## config.mk

```make
export PLATFORM = sky130hd
export DESIGN_NAME = temac1_top
export DESIGN_NICKNAME = d
export VERILOG_FILES = /design/src/rtl/temac1_pkg.sv /design/src/rtl/temac1_rx_parser.sv /design/src/rtl/temac1_top.sv
export SDC_FILE = /design/constraint.sdc
export NUM_CORES = 1
export LEC_CHECK = 0
export ABC_CLOCK_PERIOD_IN_PS = 4100
export CAP_MARGIN = 20
export CELL_PAD_IN_SITES_DETAIL_PLACEMENT = 0
export CELL_PAD_IN_SITES_GLOBAL_PLACEMENT = 1
export CORE_ASPECT_RATIO = 1.75
export CORE_MARGIN = 3
export CORE_UTILIZATION = 47
export CTS_BUF_LIST = sky130_fd_sc_hd__clkbuf_2 sky130_fd_sc_hd__clkbuf_4 sky130_fd_sc_hd__clkbuf_8
export DETAILED_ROUTE_END_ITERATION = 6
export HOLD_SLACK_MARGIN = 0.03
export PLACE_DENSITY_LB_ADDON = 0.05
export SYNTH_ARGS = -nofsm -noshare
export SYNTH_HDL_FRONTEND = slang
export SYNTH_SLANG_ARGS = --single-unit
```

## constraint.sdc

```tcl
create_clock -name clk100 -period 4.1 [get_ports clk100]
set_clock_uncertainty 0.1 [all_clocks]
set_input_delay 0.615 -clock clk100 [delete_from_list [all_inputs] [get_ports clk100]]
set_output_delay 0.615 -clock clk100 [all_outputs]
set_load 0.005 [all_outputs]
```

## src/rtl/temac1_pkg.sv

```systemverilog
// temac1_pkg: shared constants, FSM state types and reply-frame byte generator
// for the register-access Ethernet endpoint.
package temac1_pkg;
  localparam logic [7:0] OP_WR = 8'hFF;
  localparam logic [7:0] OP_RD = 8'h00;
  localparam logic [7:0] PREAMBLE = 8'h55;
  localparam logic [7:0] SFD = 8'hD5;
  localparam logic [4:0] IDX_OP = 5'd16;
  localparam logic [4:0] IDX_ADDR = 5'd17;
  localparam logic [4:0] IDX_DATA = 5'd18;
  localparam logic [47:0] LOCAL_MAC = 48'h02_00_00_00_00_01;
  // 8 preamble/SFD + 14 header + 46 payload bytes, no FCS
  localparam int FRAME_LEN = 68;
  typedef enum logic [1:0] {RX_IDLE, RX_PRE, RX_DATA, RX_SKIP} rx_state_t;
  typedef enum logic {TX_IDLE, TX_FRAME} tx_state_t;
  // Byte i of a read-reply frame; bytes past the data byte are zero pad.
  function automatic logic [7:0] frame_byte(input logic [6:0] i, input logic [47:0] dst,
                                            input logic [7:0] a, input logic [7:0] d);
    return i < 7 ? PREAMBLE : i == 7 ? SFD :
           i < 14 ? 8'(dst >> (8 * (13 - i))) :
           i < 20 ? 8'(LOCAL_MAC >> (8 * (19 - i))) :
           i == 21 ? 8'h02 : i == 22 ? a : i == 23 ? d : 8'h00;
  endfunction
endpackage

```

## src/rtl/temac1_rx_parser.sv

```systemverilog
// temac1_rx_parser: receive FSM and command decode.
// Ports: clk/rst_n (async active-low), stb sample strobe, dv/rxd receive data;
// wr_en/rd_req one-cycle command pulses with cmd_addr, cmd_data, src_mac.
module temac1_rx_parser
  import temac1_pkg::*;
(
  input  logic        clk,
  input  logic        rst_n,
  input  logic        stb,
  input  logic        dv,
  input  logic [7:0]  rxd,
  output logic        wr_en,
  output logic        rd_req,
  output logic [7:0]  cmd_addr,
  output logic [7:0]  cmd_data,
  output logic [47:0] src_mac
);
  rx_state_t st;
  logic [4:0] idx;
  logic       ph;
  logic [7:0] op;
  always_ff @(posedge clk or negedge rst_n)
    if (!rst_n) begin
      st <= RX_IDLE;
      idx <= '0;
      ph <= 1'b0;
      op <= '0;
      wr_en <= 1'b0;
      rd_req <= 1'b0;
      cmd_addr <= '0;
      cmd_data <= '0;
      src_mac <= '0;
    end else begin
      wr_en <= 1'b0;
      rd_req <= 1'b0;
      if (stb)
        case (st)
          RX_IDLE: if (dv && rxd == PREAMBLE) st <= RX_PRE;
          RX_PRE:
            if (!dv) st <= RX_IDLE;
            else if (rxd == SFD) begin
              st <= RX_DATA;
              idx <= '0;
              ph <= 1'b0;
            end
          RX_DATA:
            if (!dv) st <= RX_IDLE;
            else if (!ph) ph <= 1'b1;
            else begin
              // second sample of the pair: the byte is stable, capture it
              ph <= 1'b0;
              idx <= idx + 5'd1;
              if (idx >= 5'd6 && idx <= 5'd11) src_mac <= {src_mac[39:0], rxd};
              if (idx == IDX_OP) op <= rxd;
              if (idx == IDX_ADDR) cmd_addr <= rxd;
              if (idx == IDX_DATA) begin
                cmd_data <= rxd;
                wr_en <= op == OP_WR;
                rd_req <= op == OP_RD;
                st <= RX_SKIP;
              end
            end
          default: if (!dv) st <= RX_IDLE;
        endcase
    end
endmodule

```

## src/rtl/temac1_top.sv

```systemverilog
// temac1_top: Ethernet register-access endpoint with a 16x8 register file.
// Ports: clk100 sole clock, reset async active-low; gmii_rxd2/gmii_rx_dv2 command
// input; gmii_txd/gmii_tx_en reply output; gmii_tx_clk/tx_clk/rx_clk = clk100/4;
// tx_ifg_delay extra gap, pause_req holds off new frames; phy_reset active-low.
module temac1_top
  import temac1_pkg::*;
#(
  parameter int PHY_RST_CYCLES = 1000,
  parameter int NUM_REGS = 16,
  parameter int MIN_IFG = 12
) (
  input  logic        clk100,
  input  logic        reset,
  input  logic        gtx_clk,
  input  logic        mii_tx_clk,
  input  logic        gmii_rx_clk,
  input  logic [7:0]  gmii_rxd2,
  input  logic        gmii_rx_dv2,
  input  logic [7:0]  gmii_rxd,
  input  logic        gmii_rx_dv,
  input  logic        gmii_rx_er,
  input  logic        gmii_crs,
  input  logic        gmii_col,
  input  logic [7:0]  tx_ifg_delay,
  input  logic        pause_req,
  input  logic [15:0] pause_val,
  output logic        gmii_tx_clk,
  output logic        tx_clk,
  output logic        rx_clk,
  output logic [7:0]  gmii_txd,
  output logic        gmii_tx_en,
  output logic        gmii_tx_er,
  output logic        phy_reset
);
  localparam int PW = $clog2(PHY_RST_CYCLES + 1);
  localparam int AW = $clog2(NUM_REGS);
  logic [1:0] div;
  logic [PW-1:0] prst_cnt;
  logic [7:0] regs [NUM_REGS];
  logic wr_en, rd_req, pend, start;
  logic [7:0] cmd_addr, cmd_data, pend_addr, tx_addr;
  logic [47:0] src_mac, pend_mac, tx_mac;
  tx_state_t tx_state;
  logic [6:0] tx_cnt;
  logic tx_ph;
  logic [9:0] ifg;
  logic unused;
  assign unused = ^{gtx_clk, mii_tx_clk, gmii_rx_clk, gmii_rxd, gmii_rx_dv, gmii_rx_er,
                    gmii_crs, gmii_col, pause_val};
  assign gmii_tx_clk = div[1];
  assign tx_clk = div[1];
  assign rx_clk = div[1];
  assign gmii_tx_er = 1'b0;
  assign start = div == 2'd1 && tx_state == TX_IDLE && ifg == '0 && pend && !pause_req;
  temac1_rx_parser u_rx (
    .clk(clk100), .rst_n(reset), .stb(div == 2'd3), .dv(gmii_rx_dv2), .rxd(gmii_rxd2),
    .wr_en(wr_en), .rd_req(rd_req), .cmd_addr(cmd_addr), .cmd_data(cmd_data), .src_mac(src_mac)
  );
  always_ff @(posedge clk100 or negedge reset)
    if (!reset) begin
      div <= '0;
      prst_cnt <= '0;
      phy_reset <= 1'b0;
      regs <= '{default: '0};
      pend <= 1'b0;
      pend_addr <= '0;
      pend_mac <= '0;
      tx_addr <= '0;
      tx_mac <= '0;
      tx_state <= TX_IDLE;
      tx_cnt <= '0;
      tx_ph <= 1'b0;
      ifg <= '0;
      gmii_txd <= '0;
      gmii_tx_en <= 1'b0;
    end else begin
      div <= div + 2'd1;
      if (!phy_reset) begin
        prst_cnt <= prst_cnt + 1'b1;
        phy_reset <= prst_cnt == PW'(PHY_RST_CYCLES - 1);
      end
      if (wr_en) regs[cmd_addr[AW-1:0]] <= cmd_data;
      // a newer read replaces the one still waiting
      if (rd_req) begin
        pend_addr <= cmd_addr;
        pend_mac <= src_mac;
      end
      pend <= rd_req | (pend & !start);
      if (div == 2'd1)
        if (tx_state == TX_IDLE) begin
          if (ifg != '0) ifg <= ifg - 10'd1;
          else if (start) begin
            tx_state <= TX_FRAME;
            tx_cnt <= '0;
            tx_ph <= 1'b0;
            tx_addr <= pend_addr;
            tx_mac <= pend_mac;
            gmii_txd <= PREAMBLE;
            gmii_tx_en <= 1'b1;
          end
        end else if (!tx_ph) tx_ph <= 1'b1;
        else begin
          tx_ph <= 1'b0;
          if (tx_cnt == 7'(FRAME_LEN - 1)) begin
            tx_state <= TX_IDLE;
            gmii_tx_en <= 1'b0;
            gmii_txd <= '0;
            // counted in strobes: two per byte slot
            ifg <= 10'(2 * (MIN_IFG + int'(tx_ifg_delay)));
          end else begin
            tx_cnt <= tx_cnt + 7'd1;
            gmii_txd <= frame_byte(tx_cnt + 7'd1, tx_mac, tx_addr, regs[tx_addr[AW-1:0]]);
          end
        end
    end
endmodule

```

==> Word level (Yosys, flattened, before mapping) <==
Index checks and enable logic that the tools add are counted.
{ "op_classes": {"n_addsub": 8, "n_lt_le_gt_ge": 8, "n_eq_ne": 29, "shifts": 2, "muxes": 70, "n_bitwise": 6, "reduce_logical": 29} }
{ "op_table": {"columns": ["op", "n"], "rows": [
  ["$bwmux W128", 1],
  ["$mux W8", 15],
  ["$shr A48 B32 Y8", 1],
  ["$shr A42 B32 Y8 const A", 1],
  ["$mux W10", 4],
  ["$mux W7", 5],
  ["$reduce_and A5 Y1", 7],
  ["$bmux W8 S4", 1],
  ["$demux W8 S4", 1],
  ["$mux W1", 29],
  ["$eq A7 B5 Y1 const B", 3],
  ["$mux W5", 4],
  ["$eq A8 B8 Y1 const B", 2],
  ["$eq A5 B5 Y1 const B", 3],
  ["$mux W2", 7],
  ["$reduce_and A4 Y1", 3],
  ["$reduce_and A6 Y1", 2],
  ["$add A10 B1 Y10 const B", 1],
  ["$eq A10 B10 Y1 const B", 1],
  ["$ge A5 B5 Y1 const B", 2],
  ["$logic_not A10 Y1", 1],
  ["$ne A2 B1 Y1 const B", 5],
  ["$not A4 Y5", 2],
  ["$pmux W5 S2", 1],
  ["33 further kinds", 50]
]} }
{ "word_totals": {"reg_bits": 364, "input_bits": 51, "output_inout_bits": 14, "elab_cells": 191} }

==> Logic depth before layout (Yosys ltp) <==
Gate-level depths: netlist (run 1).
{ "logic_depth": {"word_depth": 14, "ltp_mapped": 13, "ltp_nobuf": 10} }

==> By module <==
Synthesis (run 1) repeated with hierarchy kept, for this count alone.
{ "unflattened": {"hier_cells": 1237, "hier_area_um2": 16702.3} }
{ "modules_own_cells": {"columns": ["mod", "n_inst", "cells_per_inst", "area_each_um2", "seq_area_each_um2"], "rows": [
  ["temac1_top", 1, 1003, 13237.7, 7056.8],
  ["temac1_rx_parser", 1, 234, 3464.6, 2052.0]
]} }

==> Worst setup path before layout (run 1) <==
No wires, ideal clock.
{ "synth_timing": {"path_kind": "register to register", "from": "register tx_cnt[0]", "to": "register gmii_txd[2]", "setup_time_ns": 0.129, "arrival_time_ns": 3.036, "required_time_ns": 3.871, "slack_ns": 0.836, "stages_incl_launch_ff": 13, "path_buffers": 4, "period_less_slack_ns": 3.264, "cell_sequence": "dfrtp_1 > buf_2 > buf_2 > buf_2 > inv_1 > ha_1 > ha_1 > buf_1 > mux4_2 > nand2_1 > o21ai_0 > a221oi_1 > o21ai_0"} }
{ "synth_via": {"elab_chain_len": 12, "elab_cells_between_ends": 23, "classes_between": "add/sub: 3; order compare: 3; eq/ne: 5; shift: 2; mux: 10"} }
{ "synth_lines": {"columns": ["item", "line_no", "rtl"], "rows": [
  ["start, declared", "temac1_top.sv:44", "logic [6:0] tx_cnt;"],
  ["start signal, assigned", "temac1_top.sv:111", "tx_cnt <= tx_cnt + 7'd1;"],
  ["parallel branches: the longest is 9 deep, another holds $sub A5 B7 Y8", null, null],
  ["$mux W8 *", "temac1_top.sv:104", "if (tx_cnt == 7'(FRAME_LEN - 1)) begin"],
  ["$mux W8 *", "temac1_top.sv:101", "end else if (!tx_ph) tx_ph <= 1'b1;"],
  ["$mux W8 *", "temac1_top.sv:90", "if (tx_state == TX_IDLE) begin"],
  ["end signal, assigned", "temac1_top.sv:112", "gmii_txd <= frame_byte(tx_cnt + 7'd1, tx_mac, tx_addr, regs[tx_addr[AW-1:0]]);"],
  ["end, declared", "temac1_top.sv:30", "output logic [7:0] gmii_txd,"]
]} }
Mark *: on every way between the ends. The select of a mux whose other input is x is not followed.
A chain may end at the register's enable or synchronous reset.

==> Worst setup path after layout (run 1) <==
{ "layout_timing": {"from": "register tx_cnt[0]", "to": "register gmii_txd[5]"} }
The elaborated chain is that of the path after synthesis.

==> metrics.md, run 1 <==
| Metric | Value |
|---|---|
| RSZ-0062 raised after global routing | no |
| Hold crit path type | flop to flop |
| Part of the cycle the worst path needs | 79.2% |
| DRT iter0 DRCs | 474 |
| CTS clk-pin slew, worst paths | 60 ps |
| IR drop worst, VDD | 297 uV |
| Post-DRT Antenna Nets | 0 |
| Port Buf Inserts | 32 |
| CP endpoint kind | flop |
| Fillers | 3093 |
| Max-cap violation count | 0 |
| Post-Synth Simple-Gate Area | 10.1% |
| Inserted Clock Buffers | 56 |
| Routed vias/inst | 5.46 |
| Routability Congestion | 0.803 |
| Leakage | 0.00902 uW |
| Post-synth top cells | 364 x dfrtp_1, 259 x mux2_2, 228 x nand2_1 |
| CP max-delay cell | nor4b_1 |
| Max incr delay on CP | 650 ps |
| Worst-Skew Late Latency | 630 ps |
| Critical Path AT | 3670 ps |
| Number of flops mapped to enable cells by yosys | 0 |
| Final Hold Viols | 0 |
| Warnings from Yosys | 0 |
| Crit path max-delay family | adder cells |
| Syn avg cell area | 12.4 um^2 |
| Post-synthesis sequential area ratio | 55.2% |
| Vias in the first global route | 10644 |
| Post-synthesis mux area share | 24.4% |
| Row count | 90 |
| Drt pass-1 iters | 4 |
| Yosys top cell by area | dfrtp_1 |
| Critical Path RT | 4520 ps |
| Slew Viols, Final | 0 |
| Initial antenna violation count | 1 |
| Area Growth Syn to Fin | 12.3% |
| DRT Wirelength | 36.6 mm |
| Top cells by area, synth | dfrtp_1 55%, mux2_2 18%, nand2_1 5.2%, mux4_2 5.0%, mux2i_1 1.7% |
| Setup TNS | 0 ps |
| Most common cell in the netlist | dfrtp_1 |
| Die width | 148 um |
| Root buffer cell | clkbuf_8 |
| Share of layout cells above drive strength 1 | 30.6% |
| Mapped Area | 16500 um^2 |
| Reg area | 9110 um^2 |
| Cell mode on critical path | ha_1 |
| Slew @ Worst Pin | 989 ps |
| Area of the core | 34600 um^2 |
| Kind of critical path | flop to flop |
| Max Root-Sink Buffers | 3 |
| Period minus WS final | 3250 ps |
| Finished Core Util | 53.6% |
| Async S/R FF share, synth | 100% |
| Total number of vias | 10173 |
| Startpoint types | flop |
| Setup violators final | 0 |
| Post-synthesis register bit count | 364 |
| Combined area of the multi-input logic cells | 7000 um^2 |
| Dominant synthesized flop cell | dfrtp_1 |
| Drt drc | 0 |
| WL per Instance | 19.6 um |
| Crit path buffers/inverters | 1 |
| Clock sinks | 364 |
| Crit path max fanout | 15 |
| Post-Synth Adder-Cell Area | 1.67% |
| Tot Pwr | 7140 uW |
| I/O pin count | 65 |
| Pin count of the biggest net entering global routing | 97 |
| First-pass GRT wire length | 59.7 mm |
| Nets | 1437 |
| Top-area cell type share of the netlist area | 55.2% |
| Max_slew headroom | 33.9% |
| Post-DP HPWL | 24.5 mm |
| Library cells used by synthesis | 64 |
| Status | finished clean |
| Synth Area in Compound Gates | 5.00% |
| # H-tree levels | 2 |
| TritonCTS clock tree | yes |
| CP cell instances | inv_1 -> ha_1 -> ha_1 -> xor3_1 -> a21o_1 -> nor4b_1 -> a22oi_1 -> o21ai_0 |
| Total GRT Usage | 20.1% |
| Syn Nets | 1400 |
| Post-Synth XOR/XNOR Area | 1.15% |
| Post-cts resize count | 0 |
| Mapped Cells | 1327 |
| GRT overflow | 0 |
| Main combinational cell family by area after synthesis | multiplexers |
| Chip height | 254 um |
| DIE AREA | 37500 um^2 |
| Setup Fix Bufs, Post-CTS | 0 |
| F_max | 308 MHz |
| Starting Density | 47.7% |
| P per Cell Area | 385 nW/um^2 |
-- sequential cells by signal, indices dropped and copies added, names as in the netlist --
| name | cells |
|---|---|
| u_rx.cmd_data | 8 |
| tx_cnt | 7 |
| u_rx.cmd_addr | 8 |
| div | 2 |
| tx_addr | 8 |
| pend_addr | 8 |
| u_rx.src_mac | 48 |
| u_rx.wr_en | 1 |
| u_rx.op | 8 |
| tx_mac | 48 |
| tx_state | 1 |
| phy_reset | 1 |
| pend_mac | 48 |
| pend | 1 |
| u_rx.rd_req | 1 |
| ifg | 10 |
| regs | 128 |
| u_rx.idx | 5 |
| gmii_tx_en | 1 |
| gmii_txd | 8 |
| prst_cnt | 10 |
| tx_ph | 1 |
| u_rx.st | 2 |
| u_rx.ph | 1 |
-- metal layers --
metal	up-vias	global-route usage, %	part of all wire (%)	routed length, um
met5	-	0	0	0
met4	0	5.31	2.0	728
met3	51	3.21	2.7	994
met2	122	37.7	55	20100
met1	5237	23.8	40	14700
li1	4763	-	-	-
-- area by class of cell --
class / instances / share of cell area, %
diodes: 1 / 0.0135
clock buffers: 86 / 5.91
clock inverters: 11 / 0.655
multi-input cells: 864 / 37.7
inverters: 24 / 0.486
repair buffers: 54 / 2.93
well taps: 460 / 3.11
flip-flops and latches: 364 / 49.2
-- worst register-to-register path, cell delays in order (launching register included) --
cell	delay, ps
dfrtp_1	640
inv_1	140
ha_1	530
ha_1	310
xor3_1	320
a21o_1	210
nor4b_1	650
a22oi_1	150
o21ai_0	120
-- per-stage QoR --
| step | area [um^2] | worst slack, ps | hold WS [ps] | cells |
|---|---|---|---|---|
| 2_1_floorplan | 16500 | 836 | 219 | 1327 |
| 3_3_place_gp | 17300 | 951 | 338 | 1765 |
| 3_5_place_dp | 17300 | 931 | 351 | 1765 |
| 4_1_cts | 18500 | 852 | 360 | 1863 |
| 5_1_grt | 18500 | 590 | 373 | 1864 |
| 6_report | 18500 | 855 | 353 | 1864 |
-- cell usage in the layout (no fill, tap or decap), types with 4 or more instances in the layout --
cell             instances
nand3b_1                 5
nor2b_1                  4
a211o_1                  5
mux4_2                  37
nand4_1                 11
o211ai_1                 4
ha_1                    22
nor2_1                  35
a221oi_1                 4
a21oi_1                 25
nor4b_1                  4
o22ai_1                  5
or3_1                   10
mux2i_1                 28
clkbuf_8                72
nor3_1                   7
clkdlybuf4s50_1         31
a22oi_1                  7
buf_12                   4
xnor2_1                 10
nand2_1                228
or2_2                    5
clkbuf_4                14
nand2b_1                 6
buf_4                   17
o21ai_0                 50
dfrtp_1                362
clkinv_2                 6
mux2_2                 259
inv_1                   23
nand3_1                 19
nor4_1                   6
xor2_1                   9
a31oi_1                  4
-- what timing repair did --
item | 4_1_cts | 5_1_grt
hold buffers | 1 | 0
setup endpoints to repair | 0 | 0
endpoints found under the hold margin | 90 | 0
-- power by group --
| group | total (uW) | switching [uW] | internal, uW |
|---|---|---|---|
| clock | 3240 | 1420 | 1820 |
| sequential | 3650 | 32.0 | 3610 |
| combinational | 249 | 164 | 85.3 |
| total | 7140 | 1620 | 5520 |
-- final timing paths --
path | startpoint | to | slack (ps) | cells past startpoint
min reg2reg | div[0] | div[0] | 350 | 1
max | tx_cnt[0] | gmii_txd[5] | 850 | 8
min in group asynchronous | reset | pend_mac[46] | 530 | 2
max reg2reg | tx_cnt[0] | gmii_txd[5] | 850 | 8
min | div[0] | div[0] | 350 | 1
max in group asynchronous | reset | prst_cnt[0] | 2460 | 3
-- logic make-up after synthesis --
logic type / after synthesis
mux: 324
xor+xnor: 20
fa+ha+maj: 22
flops: 364
buf+inv: 99
other cells: 1
compound gates: 132
simple gates: 365
(Power assumes the default switching activity.)
==> inputs of run 2 (changes only) <==
--- a/config.mk
+++ b/config.mk
@@ -5,7 +5,7 @@
 export SDC_FILE = /design/constraint.sdc
 export NUM_CORES = 1
 export LEC_CHECK = 0
-export ABC_CLOCK_PERIOD_IN_PS = 4100
+export ABC_CLOCK_PERIOD_IN_PS = 3330
 export CAP_MARGIN = 20
 export CELL_PAD_IN_SITES_DETAIL_PLACEMENT = 0
 export CELL_PAD_IN_SITES_GLOBAL_PLACEMENT = 1
==> constraint.sdc (replaced) <==
create_clock -name clk100 -period 3.33 [get_ports clk100]
set_clock_uncertainty 0.1 [all_clocks]
set_input_delay 0.4995 -clock clk100 [delete_from_list [all_inputs] [get_ports clk100]]
set_output_delay 0.4995 -clock clk100 [all_outputs]
set_load 0.005 [all_outputs]
==> run 2 against run 1 <==
Worst hold slack worse by 14 ps. Global-route usage is 0.67 points higher. Via count up 2.1%. Flip-flop and latch count unchanged. Utilization increased by 0.58 points. Sequential power up 23%. Non-clock buffer count grew 27. Sequential share of layout area is 0.53 points lower. Final cell count is 1.6% higher. Routed wire length rose by 3.0%. Die area unchanged. Clock-buffer cell count grew 4. Largest cell class unchanged.
==> metrics.md, run 2 (same netlist as run 1, synthesis figures left out) <==
| Metric | Value |
|---|---|
| Most frequent cells in the layout | 362 x dfrtp_1, 259 x mux2_2, 228 x nand2_1 |
| First-pass GRT wire length | 61.1 mm (+2.2%) |
| Combined area of the multi-input logic cells | 7000 um^2 (unchanged) |
| Setup violators final | 0 (unchanged) |
| Crit path max fanout | 12 (-3) |
| Tot Pwr | 8710 uW (+22%) |
| GRT overflow | 0 (unchanged) |
| Kind of critical path | flop to flop |
| Area Growth Syn to Fin | 13.5% |
| Crit path buffers/inverters | 1 (unchanged) |
| Vias in the first global route | 10982 (+3.2%) |
| R2R cell count | 10 (+2) |
| Nets | 1463 (+1.8%) |
| Instance count on the critical path | 10 (+2) |
| Drt pass-1 iters | 5 (+1) |
| Clock share of power | 44.9% (-0.5 points) |
| Max_slew headroom | 42.4% (+8.6 points) |
| Most common cell after layout, fill and taps aside | dfrtp_1 |
| CP endpoint kind | flop |
| Startpoint types | flop |
| Fin worst setup slack | 363 ps (-492 ps) |
| I/O pin count | 65 (unchanged) |
| Starting Density | 47.7% (unchanged) |
| Switch share | 22.7% (about the same) |
| # H-tree levels | 2 (unchanged) |
| Leakage | 0.00916 uW (+1.6%) |
| Post-DRT Antenna Nets | 0 (unchanged) |
| Routed vias/inst | 5.49 (+0.53%) |
| Critical Path AT | 3380 ps (-290 ps) |
| Area of the core | 34600 um^2 (unchanged) |
| Max reg flops | 128 (unchanged) |
| Fillers | 3101 (+0.26%) |
| RSZ-0062 raised after global routing | no |
| Die width | 148 um (unchanged) |
| Sw power | 1970 uW (+22%) |
| Critical Path RT | 3740 ps (-780 ps) |
| Period minus WS final | 2970 ps (-278 ps) |
| Share of layout cells above drive strength 1 | 32.1% (+1.4 points) |
| Initial antenna violation count | 1 (unchanged) |
| Slew Viols, Final | 0 (unchanged) |
| Clock sinks | 364 (unchanged) |
| DIE AREA | 37500 um^2 (unchanged) |
| Crit path max-delay family | simple AND/OR/NAND/NOR gates |
| Post-DP HPWL | 25.0 mm (+1.8%) |
| Pin count of the biggest net entering global routing | 81 (-16%) |
| Routability Congestion | 0.779 (-3.0%) |
| Setup TNS | 0 ps (unchanged) |
| Reg area | 9110 um^2 (unchanged) |
| Part of the cycle the worst path needs | 89.1% (+10 points) |
| Setup WS pre-CTS | 437 ps (-494 ps) |
| Setup slack, reg-to-reg | 360 ps (-490 ps) |
| IR drop worst, VDD | 298 uV (+0.14%) |
| Int Power | 6740 uW (+22%) |
| Max-cap violation count | 0 (unchanged) |
| Total GRT Usage | 20.8% (+0.67 points) |
| Root buffer cell | clkbuf_8 |
| Worst-Skew Late Latency | 610 ps (-20 ps) |
| Drt drc | 0 (unchanged) |
| Post-cts resize count | 0 (unchanged) |
| P per Cell Area | 465 nW/um^2 (+21%) |
| Chip height | 254 um (unchanged) |
| Max incr delay on CP | 610 ps (-40 ps) |
| Top reg by flops | regs |
| Status | finished clean |
| Port Buf Inserts | 32 (unchanged) |
| Total number of vias | 10386 (+2.1%) |
| Hold crit path type | primary input to asynchronous set/reset pin |
| Combinational fraction of design power | 3.6% (about the same) |
| Slew @ Worst Pin | 863 ps (-125 ps) |
| CP cell instances | nand3_1 -> xnor2_1 -> inv_1 -> ha_1 -> nand2_1 -> nor3_1 -> a221oi_1 -> o22ai_1 -> a21oi_1 -> o211ai_1 |
| Sequential power share | 51.5% (+0.4 points) |
| F_max | 337 MHz (+9.4%) |
| Final Hold Viols | 0 (unchanged) |
| TritonCTS clock tree | yes |
| DRT iter0 DRCs | 519 (+9.5%) |
| Row count | 90 (unchanged) |
| WL per Instance | 19.9 um (+1.4%) |
| DRT Wirelength | 37.7 mm (+3.0%) |
| Max Root-Sink Buffers | 3 (unchanged) |
| CTS clk-pin slew, worst paths | 60 ps (about the same) |
| Inserted Clock Buffers | 55 (-1.8%) |
| CP max-delay cell | dfrtp_1 |
-- run 2: changes by cell type in the layout (fill, tap and decap cells not counted), sizes merged --
cell      change
buf          +27
bufinv        -2
clkbuf        +4
clkinv        +1
clkinvlp      -2
inv           +1
-- run 2: worst paths after layout --
path	end	start
setup / recovery	gmii_txd[0]	tx_cnt[2]
hold / removal	u_rx.src_mac[46]	reset
setup reg to reg	gmii_txd[0]	tx_cnt[2]
hold reg to reg	tx_mac[4]	pend_mac[4]
max in group asynchronous	tx_addr[0]	reset
min in group clk100	tx_mac[4]	pend_mac[4]
-- run 2: cell type report --
| class | count | area share (%) |
|---|---|---|
| multi-input combinational | 864 | 37.3 |
| sequential | 364 | 48.6 |
| antenna | 1 | 0.0134 |
| tap | 460 | 3.07 |
| clock buffer | 90 | 6.14 |
| clock inverter | 9 | 0.274 |
| timing repair buffer | 81 | 4.05 |
| inverter | 24 | 0.481 |
-- run 2: routing by layer --
| layer | wire, um | GRT usage, % | vias up |
|---|---|---|---|
| li1 | - | - | 4821 |
| met4 | 1160 | 7.30 | 0 |
| met3 | 1060 | 3.05 | 79 |
| met5 | 0 | 0 | - |
| met2 | 20500 | 38.6 | 148 |
| met1 | 14900 | 24.3 | 5338 |
-- run 2: repair_timing --
item	CTS	global route
endpoints found under the hold margin	61	0
setup buffers	0	0
hold buffers	1	0
-- run 2: power by group through the flow --
stage / sequential [uW] / combinational (uW) / clock, uW
global placement: 4570 / 317 / 0
detailed placement: 4570 / 322 / 0
floorplan: 4560 / 142 / 0
finish: 4490 / 313 / 3910
CTS: 4490 / 325 / 4050
global route: 4490 / 367 / 4240
-- run 2: per-stage QoR --
stage	utilization (%)	cell area, um^2	hold slack [ps]	cells
2_1_floorplan	-	16500	104	1327
3_3_place_gp	50.7	17500	337	1792
3_5_place_dp	50.7	17500	352	1792
4_1_cts	54.2	18700	337	1892
5_1_grt	54.2	18700	358	1893
6_report	54.2	18700	338	1893
==> inputs of run 3 (changes only) <==
--- a/config.mk
+++ b/config.mk
@@ -13,6 +13,7 @@
 export CORE_MARGIN = 3
 export CORE_UTILIZATION = 47
 export CTS_BUF_LIST = sky130_fd_sc_hd__clkbuf_2 sky130_fd_sc_hd__clkbuf_4 sky130_fd_sc_hd__clkbuf_8
+export CTS_CLUSTER_SIZE = 10
 export DETAILED_ROUTE_END_ITERATION = 6
 export HOLD_SLACK_MARGIN = 0.03
 export PLACE_DENSITY_LB_ADDON = 0.05
==> run 3 against run 2 <==
Clock power up 2%. Worst hold slack worse by 0.93 ps. Fmax rose by 0.66%. Non-clock buffer count did not move. Clock-buffer cell count stayed put. Critical endpoint unchanged. Highest routed layer unchanged.
==> metrics.md, run 3 (same netlist as run 1, synthesis figures left out) <==
| Metric | Value |
|---|---|
| Setup violators final | 0 (unchanged) |
| Max_slew headroom | 42.4% (about the same) |
| DRT Wirelength | 37.7 mm (about the same) |
| Post-DP HPWL | 25.0 mm (unchanged) |
| Max Root-Sink Buffers | 3 (unchanged) |
| First-pass GRT wire length | 61.1 mm (+0.12%) |
| Die width | 148 um (unchanged) |
| Hold_ws | 337 ps (-0.935 ps) |
| Setup slack, reg-to-reg | 380 ps (+20 ps) |
| CTS clk-pin slew, worst paths | 60 ps (about the same) |
| Root buffer cell | clkbuf_8 |
| Finished Core Util | 54.2% (+0.054 points) |
| Vias in the first global route | 10987 (+0.046%) |
| Routed vias/inst | 5.50 (+0.31%) |
| Post-DRT Antenna Nets | 0 (unchanged) |
| Leakage | 0.00917 uW (about the same) |
| Critical Path AT | 3360 ps (-20 ps) |
| Total GRT Usage | 20.8% (+0.027 points) |
| I/O pin count | 65 (unchanged) |
| Nets | 1463 (unchanged) |
| Final Hold Viols | 0 (unchanged) |
| Row count | 90 (unchanged) |
| Inserted Clock Buffers | 55 (unchanged) |
| R2R cell count | 10 (unchanged) |
| GRT overflow | 0 (unchanged) |
| Drt drc | 0 (unchanged) |
| Hold crit path type | primary input to asynchronous set/reset pin |
| Total number of vias | 10418 (+0.31%) |
| Chip height | 254 um (unchanged) |
| Period minus WS final | 2950 ps (-19.6 ps) |
| DRT iter0 DRCs | 486 (-6.4%) |
| Initial antenna violation count | 1 (unchanged) |
| M1 WL | 14.9 mm (about the same) |
| Area of the core | 34600 um^2 (unchanged) |
| RR Endpoint | gmii_txd[0] |
| DR WL met2 | 20.5 mm (about the same) |
| Max-cap violation count | 0 (unchanged) |
| Top reg by flops | regs |
| Slew @ Worst Pin | 863 ps (-0.0643 ps) |
| Kind of critical path | flop to flop |
| Drt pass-1 iters | 5 (unchanged) |
| DIE AREA | 37500 um^2 (unchanged) |
| Most common cell after layout, fill and taps aside | dfrtp_1 |
| Critical Path RT | 3740 ps (about the same) |
| Routed wl met3 | 1.10 mm (+3.3%) |
| Pin count of the biggest net entering global routing | 81 (unchanged) |
| Share of layout cells above drive strength 1 | 32.1% (unchanged) |
| Max reg flops | 128 (unchanged) |
| TritonCTS clock tree | yes |
| Setup TNS | 0 ps (unchanged) |
| Slew Viols, Final | 0 (unchanged) |
| Part of the cycle the worst path needs | 88.5% (-0.59 points) |
| P per Cell Area | 468 nW/um^2 (+0.75%) |
| Starting Density | 47.7% (unchanged) |
| CP endpoint kind | flop |
| IR drop worst, VDD | 469 uV (+57%) |
| # H-tree levels | 2 (unchanged) |
| Reg-to-Reg Start | tx_cnt[2] |
| DR top layer | met4 |
| Status | finished clean |
| Port Buf Inserts | 32 (unchanged) |
| Crit path max fanout | 12 (unchanged) |
| Worst-Skew Late Latency | 610 ps (about the same) |
| Startpoint types | flop |
| Routability Congestion | 0.779 (unchanged) |
| Tot Pwr | 8780 uW (+0.85%) |
| Area Growth Syn to Fin | 13.6% (about the same) |
| Clock sinks | 364 (unchanged) |
| F_max | 339 MHz (+0.66%) |
| RSZ-0062 raised after global routing | no |
| Most frequent cells in the layout | 362 x dfrtp_1, 259 x mux2_2, 228 x nand2_1 |
| WL per Instance | 19.9 um (about the same) |
## run 3: final cells by class
| cell class | instances | area (um^2) |
|---|---|---|
| Fill cell | 3101 | 15800 |
| Sequential cell | 364 | 9110 |
| Multi-Input combinational cell | 864 | 7000 |
| Clock buffer | 90 | 1140 |
| Timing Repair Buffer | 81 | 758 |
| Tap cell | 460 | 576 |
| Inverter | 24 | 90.1 |
| Clock inverter | 9 | 76.3 |
| Antenna cell | 1 | 2.50 |
## run 3: how the worst max path moves through the flow
stage / startpoint / to / slack [ps]
global placement: gmii_rxd2[2] / u_rx.idx[1] / 480
global route: tx_cnt[2] / gmii_txd[0] / 70
detailed placement: tx_cnt[2] / gmii_txd[0] / 440
CTS: tx_cnt[2] / gmii_txd[0] / 400
finish: tx_cnt[2] / gmii_txd[0] / 380
floorplan: tx_cnt[0] / gmii_txd[2] / 70
## run 3: timing repair
action	in CTS	in global routing
hold endpoints to repair	61	0
setup buffers	0	0
gates resized for setup	0	0
hold buffers	1	0
## run 3: where the power goes
group	switching, uW	internal [uW]	total [uW]
Sequential	37.0	4450	4490
Clock	1740	2250	3980
Combinational	205	108	313
Total	1980	6800	8780
## run 3: metal layers
layer | up-vias | track usage (%)
li1 | 4817 | -
met1 | 5368 | 24.3
met2 | 156 | 38.6
met3 | 77 | 3.05
met4 | 0 | 7.33
met5 | - | 0
## run 3: worst max-delay path, stage by stage (launching register included)
cell	delay [ps]
dfrtp_1	610
nand3_1	210
xnor2_1	180
inv_1	130
ha_1	380
nand2_1	190
nor3_1	440
a221oi_1	150
o22ai_1	210
a21oi_1	110
o211ai_1	160
## run 3: through the flow
| step | area (um^2) | worst slack (ps) | cells |
|---|---|---|---|
| 3_5_place_dp | 17500 | 437 | 1792 |
| 4_1_cts | 18800 | 403 | 1892 |
| 6_report | 18800 | 382 | 1893 |
| 2_1_floorplan | 16500 | 65.8 | 1327 |
| 3_3_place_gp | 17500 | 477 | 1792 |
| 5_1_grt | 18800 | 70.1 | 1893 |
